==> src/rtl/output_stream_tx_pkg.sv <==
// Purpose : shared constants for the program-output transmit path.
// Latency : n/a (package only).
// Backpres: n/a (package only).
//
// Holds the program output width, the default buffer depth and the bit
// positions used when the tx signals are mapped onto the uo_out/ui_in pins.
package output_stream_tx_pkg;

    // Width of one program output value (execute reg_out).
    localparam int PROG_OUT_W = 3;

    // Default number of buffered program outputs.
    localparam int FIFO_DEPTH_DEFAULT = 16;

    // uo_out pin mapping for the transmit side.
    localparam int UO_TX_DATA_LSB  = 0;
    localparam int UO_TX_VALID_BIT = 3;
    localparam int UO_TX_LAST_BIT  = 4;
    localparam int UO_DONE_BIT     = 5;
    localparam int UO_OVERFLOW_BIT = 6;

    // ui_in pin mapping for the host handshake.
    localparam int UI_TX_READY_BIT = 0;

endpackage : output_stream_tx_pkg

==> src/rtl/output_stream_tx_fifo.sv <==
// Purpose : generic synchronous first-word-fall-through FIFO.
// Latency : a push at edge N is visible on pop_data in the cycle after edge N.
// Backpres: the caller must not push when full without a same-cycle pop, nor pop when empty.
//
// Ports: clk/rst (sync, active-high), push/push_data write side,
//        pop/pop_data read side (pop_data reads 0 while empty),
//        full/empty/level status.
module sync_fifo_fwft #(
    parameter int DEPTH  = 16,
    parameter int DATA_W = 3
) (
    input  logic                       clk,
    input  logic                       rst,
    input  logic                       push,
    input  logic [DATA_W-1:0]          push_data,
    input  logic                       pop,
    output logic [DATA_W-1:0]          pop_data,
    output logic                       full,
    output logic                       empty,
    output logic [$clog2(DEPTH):0]     level
);

    localparam int AW = $clog2(DEPTH);
    localparam int LW = AW + 1;
    localparam logic [LW-1:0] FULL_LVL = LW'(DEPTH);

    logic [DATA_W-1:0] mem [DEPTH];
    logic [AW-1:0]     wr_ptr;
    logic [AW-1:0]     rd_ptr;

    assign full  = (level == FULL_LVL);
    assign empty = (level == '0);

    // The head is read straight from storage; the write port never bypasses
    // to the output, so new data appears one cycle after its push.
    assign pop_data = empty ? '0 : mem[rd_ptr];

    // Storage needs no reset: nothing is observable while level is 0.
    always_ff @(posedge clk) begin
        if (push) begin
            mem[wr_ptr] <= push_data;
        end
    end

    always_ff @(posedge clk) begin
        if (rst) begin
            wr_ptr <= '0;
            rd_ptr <= '0;
            level  <= '0;
        end else begin
            // Pointers are exactly log2(DEPTH) bits, so they wrap for free.
            if (push) begin
                wr_ptr <= wr_ptr + 1'b1;
            end
            if (pop) begin
                rd_ptr <= rd_ptr + 1'b1;
            end
            case ({push, pop})
                2'b10:   level <= level + 1'b1;
                2'b01:   level <= level - 1'b1;
                default: level <= level;
            endcase
        end
    end

endmodule : sync_fifo_fwft

==> src/rtl/output_stream_tx.sv <==
// Purpose : buffers execute-unit program outputs and sends them to the host pins.
// Latency : first-word fall-through; a value pushed at edge N is offered the cycle after.
// Backpres: tx_ready low holds tx_data/tx_last; in_valid into a full, non-popping FIFO is dropped and flagged.
//
// Ports: clk, rst (sync, active-high)
//        in_data/in_valid/in_halt  - execute unit reg_out, out_valid, halt (level)
//        tx_data/tx_valid/tx_ready - host handshake, tx_last marks the final value
//        done     - halt seen and nothing left to send
//        overflow - sticky, at least one value was dropped
//        level    - current buffer occupancy
module output_stream_tx
    import output_stream_tx_pkg::*;
#(
    parameter int DEPTH  = FIFO_DEPTH_DEFAULT,
    parameter int DATA_W = PROG_OUT_W
) (
    input  logic                       clk,
    input  logic                       rst,
    input  logic [DATA_W-1:0]          in_data,
    input  logic                       in_valid,
    input  logic                       in_halt,
    output logic [DATA_W-1:0]          tx_data,
    output logic                       tx_valid,
    input  logic                       tx_ready,
    output logic                       tx_last,
    output logic                       done,
    output logic                       overflow,
    output logic [$clog2(DEPTH):0]     level
);

    localparam int LW = $clog2(DEPTH) + 1;

    logic halt_seen;
    logic fifo_full;
    logic fifo_empty;
    logic accept_req;
    logic push;
    logic pop;
    logic drop;

    // Once the program has halted, further out_valid pulses are not program
    // output, so they are neither buffered nor counted as drops.
    assign accept_req = in_valid & ~halt_seen;
    assign pop        = tx_valid & tx_ready;
    // A pop in the same cycle frees the slot, so a full FIFO can still accept.
    assign push       = accept_req & (~fifo_full | pop);
    assign drop       = accept_req & fifo_full & ~pop;

    sync_fifo_fwft #(
        .DEPTH  (DEPTH),
        .DATA_W (DATA_W)
    ) u_fifo (
        .clk       (clk),
        .rst       (rst),
        .push      (push),
        .push_data (in_data),
        .pop       (pop),
        .pop_data  (tx_data),
        .full      (fifo_full),
        .empty     (fifo_empty),
        .level     (level)
    );

    assign tx_valid = ~fifo_empty;

    // The head is the final output only when halt has been seen and it is the
    // sole remaining entry; this can rise mid-stall when halt arrives late.
    assign tx_last  = tx_valid & halt_seen & (level == LW'(1));
    assign done     = halt_seen & fifo_empty;

    always_ff @(posedge clk) begin
        if (rst) begin
            halt_seen <= 1'b0;
            overflow  <= 1'b0;
        end else begin
            if (in_halt) begin
                halt_seen <= 1'b1;
            end
            if (drop) begin
                overflow <= 1'b1;
            end
        end
    end

endmodule : output_stream_tx
==> config.mk <==
export PLATFORM = sky130hd
export DESIGN_NAME = output_stream_tx
export DESIGN_NICKNAME = d
export VERILOG_FILES = /design/src/rtl/output_stream_tx_pkg.sv /design/src/rtl/output_stream_tx_fifo.sv /design/src/rtl/output_stream_tx.sv
export SDC_FILE = /design/constraint.sdc
export NUM_CORES = 1
export LEC_CHECK = 0
export CAP_MARGIN = 20
export CORE_MARGIN = 2
export CORE_UTILIZATION = 50
export CTS_CLUSTER_DIAMETER = 30
export CTS_CLUSTER_SIZE = 40
export DETAILED_ROUTE_END_ITERATION = 8
export PLACE_DENSITY_LB_ADDON = 0.3
export SETUP_SLACK_MARGIN = 0.5
export SYNTH_ARGS = -nofsm -noshare
export SYNTH_HDL_FRONTEND = slang
export SYNTH_HIERARCHICAL = 1
export SYNTH_SLANG_ARGS = --single-unit
==> constraint.sdc <==
create_clock -name clk -period 4.1 [get_ports clk]
set_input_delay 1.025 -clock clk [delete_from_list [all_inputs] [get_ports clk]]
set_output_delay 1.025 -clock clk [all_outputs]
set_load 0.05 [all_outputs]
## Yosys cells after proc, flatten, opt, wreduce, memory -nomap -nowiden

Memories as Yosys holds them, arrays and structs flattened. A register that Yosys moved wholly into a read port is not among the register bits.
Index checks and enable logic that the tools add are counted.
Widths: inputs -> output; s select.

- Input bits: 8
- Flip-flop bits (word level): 15
- Word-level logic and storage cells: 35
- Memory bits (read-only): 0
- RAM bits: 48
- Bits in latches: 0
- Memories kept: 1

Memory list:

| name | depth | width | rd ports | clocked after memory_dff | wr ports | line | RTL |
|---|---|---|---|---|---|---|---|
| u_fifo.mem | 16 | 3 | 1 | 1 | 1 | output_stream_tx_fifo.sv:27 | `logic [DATA_W-1:0] mem [DEPTH];` |

- Magnitude comparators: 0
- Add/subtract/negate cells: 4
- Shifts and indexed selects: 0
- Div/mod/pow operators: 0
- Equal/unequal tests: 4
- Multipliers: 0
- Bitwise gates (word level): 13
- Multiplexer cells: 6
- Reduce and logical (&&, ||, !) cells: 2

Operators by type and width:

| operator | number |
|---|---|
| $pmux 5 s2 | 1 |
| $add 4x1->4 const B | 2 |
| $and 1x1->1 | 8 |
| $mux 4 | 2 |
| $add 5x1->5 const B | 1 |
| $eq 5x1->1 const B | 1 |
| $eq 5x5->1 const B | 1 |
| $logic_not 5->1 | 1 |
| $sub 5x1->5 const B | 1 |
| $not 1->1 | 4 |
| $mux 3 | 1 |
| $eq 2x1->1 const B | 1 |
| $eq 2x2->1 const B | 1 |
| $mux 1 | 2 |
| $reduce_bool 2->1 | 1 |
| $or 1x1->1 | 1 |

## Logic depth before layout (Yosys ltp)

Gate-level depths: netlist (run 1).

- Depth in word-level cells: 7
- Gate-level depth with buffers: 14
- Depth with buffers taken out: 12

## Cells and area by module

The synthesis (run 1) kept the hierarchy.

Modules (own cells, without submodules):

| module | cells an instance | area an instance (um2) | instances | seq. area each (um2) |
|---|---|---|---|---|
| sync_fifo_fwft | 191 | 2880.3 | 1 | 1781.7 |
| output_stream_tx | 15 | 135.1 | 1 | 40.0 |

## Worst setup path before layout (run 1)

Ideal clock, no wire load.

- Kind: register to register
- From: register u_fifo.level[0]
- To: register u_fifo.level[4]
- Arrival: 3505 ps
- Buffers on the path: 2
- Setup slack: 531 ps
- Stages on the path, launching flop included: 15
- Data required time: 4036 ps
- Path through: dfxtp_1 -> or4_1 -> nor2_1 -> nor2b_2 -> o21ba_2 -> clkbuf_1 -> inv_1 -> ha_1 -> buf_2 -> xor2_1 -> ha_1 -> o21ai_0 -> or3_1 -> a2111o_1 -> nand4_1

- Cells in the longest elaborated chain, start to end: 7

Ends and longest elaborated chain:

| item | line | RTL |
|---|---|---|
| start, declared | output_stream_tx_fifo.sv:20 | `output logic [$clog2(DEPTH):0] level` |
| start signal, assigned | output_stream_tx_fifo.sv:59 | `2'b10: level <= level + 1'b1;` |
| start signal, assigned | output_stream_tx_fifo.sv:60 | `2'b01: level <= level - 1'b1;` |
| start signal, assigned | output_stream_tx_fifo.sv:61 | `default: level <= level;` |
| $logic_not 5->1 * | output_stream_tx_fifo.sv:32 | `assign empty = (level == '0);` |
| named net fifo_empty | output_stream_tx.sv:35 | `logic fifo_empty;` |
| $not 1->1 * | output_stream_tx.sv:64 | `assign tx_valid = ~fifo_empty;` |
| $and 1x1->1 * | output_stream_tx.sv:44 | `assign pop = tx_valid & tx_ready;` |
| named net pop | output_stream_tx.sv:38 | `logic pop;` |
| $or 1x1->1 * | output_stream_tx.sv:46 | `assign push = accept_req & (~fifo_full \| pop);` |
| $and 1x1->1 * | output_stream_tx.sv:46 |  |
| named net push | output_stream_tx.sv:37 | `logic push;` |
| $eq 2x1->1 or $eq 2x2->1 (tied branches) | output_stream_tx_fifo.sv:58 | `case ({push, pop})` |
| $pmux 5 s2 or $reduce_bool 2->1 (tied branches) | -- |  |

Mark *: on every way through the listed nets, which the timed path passes. The rest lies on a longest branch.
A chain may end at the register's enable or synchronous reset.

## Worst setup path in the final report (run 1)

- From: register u_fifo.level[0]
- To: output tx_last

- Cells in the longest elaborated chain, start to end: 4

Ends and longest elaborated chain:

| item | line | RTL |
|---|---|---|
| $logic_not 5->1 | output_stream_tx_fifo.sv:32 |  |
| named net fifo_empty | output_stream_tx.sv:35 |  |
| $not 1->1 | output_stream_tx.sv:64 |  |
| $and 1x1->1 (2 in a row) | output_stream_tx.sv:68 | `assign tx_last = tx_valid & halt_seen & (level == LW'(1));` |
| end, declared | output_stream_tx.sv:25 | `output logic tx_last,` |

The timed path passes the listed nets, and every way through them passes these cells.

==> results of run 1 <==
## metal layers
metal	GRT usage, %	vias to the layer above	part of all wire (%)
met2	27.1	21	51
met1	22.9	818	46
met5	0	-	0
met4	6.17	0	0.55
li1	-	834	-
met3	4.18	4	2.8
## synthesized netlist by cell type (3+ instances only)
master    number
nand4_1        5
dfxtp_1       19
nor2_1        20
o21ai_0        3
mux4_1        11
and2_1        16
inv_1          7
edfxtp_1      48
nand2_1        6
nand2b_1       4
a211oi_1       5
xnor2_1        3
ha_1           9
clkbuf_1       4
xor2_1         6
mux2i_1        6
## worst reg2reg max path: stages (launching register included)
cell      delay (ns)
dfxtp_1         0.38
or4_1           0.55
nor2_1          0.11
buf_4           0.17
nor2b_2         0.06
o21ba_2         0.26
inv_1           0.14
ha_1            0.35
xor2_1          0.19
ha_1            0.18
o21ai_0         0.08
or3_1           0.36
a2111o_1        0.37
nand4_1         0.07
## stage by stage
| step | utilization [%] | hold slack (ns) | instances |
|---|---|---|---|
| finish | 58.5 | 0.478 | 311 |
| global route | 58.5 | 0.511 | 311 |
| CTS | 58.4 | 0.479 | 311 |
| detailed placement | 55.5 | 0.461 | 295 |
| global placement | 55.5 | 0.458 | 295 |
| floorplan | - | 0.456 | 206 |
## flip-flops by register name, summed over array words and instances (netlist names), named ones only
signal and cells:
u_fifo/rd_ptr 4, halt_seen 1, overflow 1, u_fifo/wr_ptr 4, u_fifo/level 5, u_fifo/mem 48
## logic make-up (layout without fill, tap and decap cells)
family          count (synthesis)  after routing  synth area share, %
buf+inv                        15             45                 2.74
fa+ha+maj                       9              9                 3.73
simple gates                   71             71                 13.6
mux                            18             18                 12.3
flops                          67             67                 60.4
xor+xnor                        9              9                 2.61
compound gates                 17             17                 4.56
## report_power, final
part	leakage, nW	switching, W	internal (W)
sequential	0.588	0.0000876	0.000776
clock	0.0948	0.000250	0.000223
combinational	0.565	0.000519	0.000342
## cell type report
type,count,share of cell area (%)
Clock buffer,9,3.60
Clock inverter,7,1.45
Inverter,7,0.763
Multi-Input combinational cell,124,32.3
Sequential cell,67,52.9
Tap cell,75,2.73
Timing Repair Buffer,22,6.25
## repair_timing
action	4_1_cts	5_1_grt
gates cloned	0	0
setup endpoints to repair	3	2
resized for setup	3	2
pin swaps	0	0
## worst paths after layout
| kind | startpoint | end | slack, ns | cells after the start |
|---|---|---|---|---|
| worst max-delay path | u_fifo/level[0]$_SDFFE_PP0P_ | tx_last | 0.61 | 6 |
| worst min-delay path | overflow$_SDFFE_PP0P_ | overflow$_SDFFE_PP0P_ | 0.48 | 2 |
| worst max register to register | u_fifo/level[0]$_SDFFE_PP0P_ | u_fifo/level[4]$_SDFFE_PP0P_ | 0.79 | 13 |
| worst min register to register | overflow$_SDFFE_PP0P_ | overflow$_SDFFE_PP0P_ | 0.48 | 2 |
==> impl_metrics.tcl, run 1 <==
set metrics [dict create \
    multiInputGateArea_um2 1110 \
    area_delta_synth_final_pct 14.2 \
    postPlaceCellArea_um2 3270 \
    ys_seq_area_share_pct 60.4 \
    grt_pass1_vias 1644 \
    max_freq_ghz 0.287 \
    power_w 0.00220 \
    vias 1677 \
    drive_gt1_share_pct 11.9 \
    rsz0062_at_grt "no" \
    async_flop_share_pct 0 \
    leakage_nw 1.25 \
    maxCapViolCount 0 \
    cts_tree "built" \
    root_buffer "clkbuf_8" \
    grt_pass1_wl_mm 8.34 \
    fp.dieH_um 81.7 \
    cts_buffer_depth 2 \
    clkSlewWorstSetupHoldPaths_ns 0.07 \
    required_ns 3.07 \
    cp_num_buf_inv 2 \
    pin_count 20 \
    netlist_top_cells_area "edfxtp_1 48%, dfxtp_1 13%, mux4_1 9.6%" \
    syn_inst 206 \
    seqCellArea_um2 1820 \
    gp_congestion 0.813 \
    path_cells "or4_1 -> nor2_1 -> buf_4 -> nor2_1 -> and3_1 -> clkdlybuf4s50_1" \
    finalCriticalPeriod_ns 3.49 \
    grt_usage_pct 17.1 \
    cpMostUsedCell "nor2_1" \
    worst_slew_pin_slew_ns 0.778 \
    hold_buffers 0 \
    synth_edf_count 48 \
    grt_max_degree 23 \
    cts.sinks 67 \
    hpwl_mm 3.62 \
    start_util_pct 51.2 \
    crit_slowest_cell "clkdlybuf4s50_1" \
    period_share_pct 85.0 \
    route.detailed.drc 0 \
    antenna_found_initial 0 \
    numCtsBuffers 9 \
    status "complete, no violations" \
    end_kind "primary output" \
    relSlewSlack_pct 47.9 \
    yosysUniqueCellTypes 43 \
    drtIter0Drc 170 \
    final_common_cell "edfxtp_1" \
    setup_viol 0 \
    path_delay_family "simple AND/OR/NAND/NOR gates" \
    clock_skew_ns 0.00739 \
    row_count 28 \
    diodes 0 \
    htreeDepth 3 \
    layout_common_cells "48 x edfxtp_1, 20 x nor2_1, 18 x dfxtp_1, 16 x and2_1, 15 x clkdlybuf4s50_1" \
    hold_viol_final 0 \
    synth_top_area_share_pct 47.8 \
    dr.pass1.iters 4 \
    vias_per_cell 5.39 \
    powerDensity_nw_per_um2 638 \
    synth_fp_nets 223 \
    critPathKind "reg -> out" \
    syn-mean-instance-area_um2 14.6 \
    fin_ws_ns 0.614 \
    clk_latency_ns 0.33 \
    syn_area_um2 3020 \
    post_drt_wl_per_cell_um 16.3 \
    synth_ff_type "edfxtp_1" \
    synth-seq-cells 67 \
    post-place-ws_ns 0.473 \
    port_buffers 19 \
    drv_slew 0 \
    fin_area_um2 3440 \
    critPathLaunchType "flip-flop" \
    setup_tns_ns 0 \
    critPathArrivalTime_ns 2.46 \
    overflow 0 \
    final_antenna_net_count 0 \
    post-cts-setup-buffers 0 \
    core_um2 5890 \
    peakVddDrop_v 0.000513 \
    layout.nets 248 \
    die_w_um 81.7 \
    min-delay-path-class "reg -> reg" \
    synth_top_area_cell "edfxtp_1" \
    slowest_delay_ns 0.69 \
    critPathMaxFanout 7 \
    nFillCells 465 \
    synth_warnings 6 \
    wl_mm 5.06 \
    die-area_um2 6670 \
]
Note: power is estimated with default switching activity, not from simulation.
==> run 2, diff against run 1 <==
--- a/config.mk
+++ b/config.mk
@@ -9,7 +9,6 @@
 export CORE_MARGIN = 2
 export CORE_UTILIZATION = 50
 export CTS_CLUSTER_DIAMETER = 30
-export CTS_CLUSTER_SIZE = 40
 export DETAILED_ROUTE_END_ITERATION = 8
 export PLACE_DENSITY_LB_ADDON = 0.3
 export SETUP_SLACK_MARGIN = 0.5
==> results of run 2 <==
Final layout, timing and power as in run 1 (identical DEF).
==> run 3, diff against run 2 <==
--- a/config.mk
+++ b/config.mk
@@ -6,6 +6,7 @@
 export NUM_CORES = 1
 export LEC_CHECK = 0
 export CAP_MARGIN = 20
+export CORE_ASPECT_RATIO = 0.8
 export CORE_MARGIN = 2
 export CORE_UTILIZATION = 50
 export CTS_CLUSTER_DIAMETER = 30
==> run 3 against run 2 <==
  * Total power rose by 11%
  * Clock skew rose by 0.0044 ns
  * Final area rose by 2.7%
  * Wire length up 4.3%
  * Sequential share of layout area is 1.4 points lower
  * Die area hardly changed
  * Via count up 0.78%
  * Final cell count is 1.6% higher
  * Critical path depth is 6 higher
  * Largest cell class unchanged
  * Combinational power decreased by 0.7%
  * Global-route usage decreased by 0.36 points
  * Maximum frequency increased by 1.5%
==> impl_metrics.tcl, run 3 (synthesis results as in run 1) <==
set metrics [dict create \
    status "complete, no violations" \
    gp_congestion 0.724 \
    area_delta_synth_final_pct 17.3 \
    end_kind "flip-flop" \
    period_share_pct 83.8 \
    leakage_nw 1.27 \
    cts_buffer_depth 2 \
    worst_slew_pin_slew_ns 0.801 \
    whs_ns 0.479 \
    slowest_delay_ns 0.61 \
    reg2reg_depth 12 \
    r2r-end "u_fifo/level[4]$_SDFFE_PP0P_" \
    reg2reg_from "u_fifo/level[0]$_SDFFE_PP0P_" \
    vias 1690 \
    post_drt_wl_per_cell_um 16.7 \
    peakVddDrop_v 0.000329 \
    dp.cells 300 \
    layout.nets 247 \
    whs_endpoint "overflow$_SDFFE_PP0P_" \
    top_register "u_fifo/mem" \
    crit_slowest_cell "or4_1" \
    critPathLaunchType "flip-flop" \
    grt_max_degree 23 \
    clkSlewWorstSetupHoldPaths_ns 0.08 \
    dr.pass1.iters 4 \
    die-area_um2 6670 \
    cts_tree "built" \
    critPathArrivalTime_ns 3.72 \
    rsz0062_at_grt "no" \
    start_util_pct 51.3 \
    finalCriticalPeriod_ns 3.44 \
    fin_cells 316 \
    clock_skew_ns 0.0118 \
    maxCapViolCount 0 \
    r2r_slack_ns 0.66 \
    final_antenna_net_count 0 \
    relSlewSlack_pct 46.4 \
    final_common_cell "edfxtp_1" \
    antenna_found_initial 0 \
    clk_latency_ns 0.34 \
    critPathKind "reg -> reg" \
    fin_area_um2 3540 \
    numCtsBuffers 9 \
    row_count 25 \
    fp.dieH_um 73.5 \
    nFillCells 466 \
    required_ns 4.38 \
    postPlaceCellArea_um2 3270 \
    route.detailed.drc 0 \
    min-delay-path-class "reg -> reg" \
    whs_path_depth 2 \
    overflow 0 \
    grt_usage_pct 16.7 \
    drive_gt1_share_pct 11.5 \
    grt_pass1_vias 1642 \
    layout_common_cells "48 x edfxtp_1, 19 x nor2_1, 18 x dfxtp_1, 16 x and2_1, 14 x clkdlybuf4s50_1" \
    vias_per_cell 5.35 \
    drtIter0Drc 71 \
    cts.sinks 67 \
    drv_slew 0 \
    reg_top3 "u_fifo/mem x48, u_fifo/level x5" \
    diodes 0 \
    pin_count 20 \
    grt_pass1_wl_mm 8.27 \
    min_from "overflow$_SDFFE_PP0P_" \
    largest_register_ffs 48 \
    root_buffer "clkbuf_8" \
    htreeDepth 3 \
    cpMostUsedCell "ha_1" \
    powerDensity_nw_per_um2 689 \
    die_w_um 90.8 \
    core_um2 5880 \
    setup_tns_ns 0 \
    post-place-ws_ns 0.404 \
    path_cells "or4_1 -> nor2_4 -> nor2b_2 -> o21ba_2 -> inv_1 -> ha_1 -> xor2_1 -> ha_1 -> o21ai_0 -> or3_1 -> a2111o_1 -> nand4_1" \
    hpwl_mm 3.60 \
    setup_viol 0 \
    max_freq_ghz 0.291 \
    fin_ws_ns 0.664 \
    hold_viol_final 0 \
    critPathMaxFanout 9 \
    wl_mm 5.28 \
    port_buffers 19 \
]
==> run 3: worst max-delay path, delay by kind of cell (launching register included) <==
kind	cells	cell delay, ns
fa+ha+maj	2	0.56
xor+xnor	1	0.19
simple gates	5	1.37
flops	1	0.40
compound gates	3	0.73
buf+inv	1	0.14
==> run 3: per-layer routing <==
layer	vias to the layer above	track usage (%)	wire, um
li1	830	-	-
met1	815	21.8	2550
met2	38	27.6	2450
met3	7	5.23	234
met4	0	4.71	51
met5	-	0	0
==> run 3: through the flow <==
stage / util [%] / power, W
after floorplan: - / 0.00149
after global placement: 55.5 / 0.00173
after detailed placement: 55.5 / 0.00175
after CTS: 60.0 / 0.00244
after global routing: 60.1 / 0.00255
final: 60.1 / 0.00244
==> run 3: final cells by class <==
class | instances | area [um2] | share of cell area (%)
multi-input combinational | 124 | 1120 | 31.6
timing repair buffer | 21 | 203 | 5.73
clock buffer | 10 | 128 | 3.61
tap | 81 | 101 | 2.87
sequential | 67 | 1820 | 51.6
clock inverter | 6 | 136 | 3.86
inverter | 7 | 26.3 | 0.743
==> run 3: worst max-delay path by stage <==
stage,startpoint,endpoint,cells past startpoint
floorplan,u_fifo/level[0]$_SDFFE_PP0P_,u_fifo/level[4]$_SDFFE_PP0P_,14
finish,u_fifo/level[0]$_SDFFE_PP0P_,u_fifo/level[4]$_SDFFE_PP0P_,12
global route,u_fifo/level[0]$_SDFFE_PP0P_,u_fifo/level[4]$_SDFFE_PP0P_,12
detailed placement,tx_ready,u_fifo/level[4]$_SDFFE_PP0P_,11
CTS,u_fifo/level[0]$_SDFFE_PP0P_,done,4
global placement,tx_ready,u_fifo/level[4]$_SDFFE_PP0P_,11
==> run 3: power by group <==
group / switching [W] / internal (W) / total, W
combinational: 0.000529 / 0.000326 / 0.000855
sequential: 0.0000955 / 0.000776 / 0.000872
clock: 0.000242 / 0.000468 / 0.000710
==> run 3: repair_timing <==
item | CTS | global route
buffers inserted | 0 | 0
endpoints found under the setup margin | 7 | 2
hold buffers | 0 | 0
pin swaps | 0 | 0
resized for setup | 6 | 2
gates cloned | 0 | 0
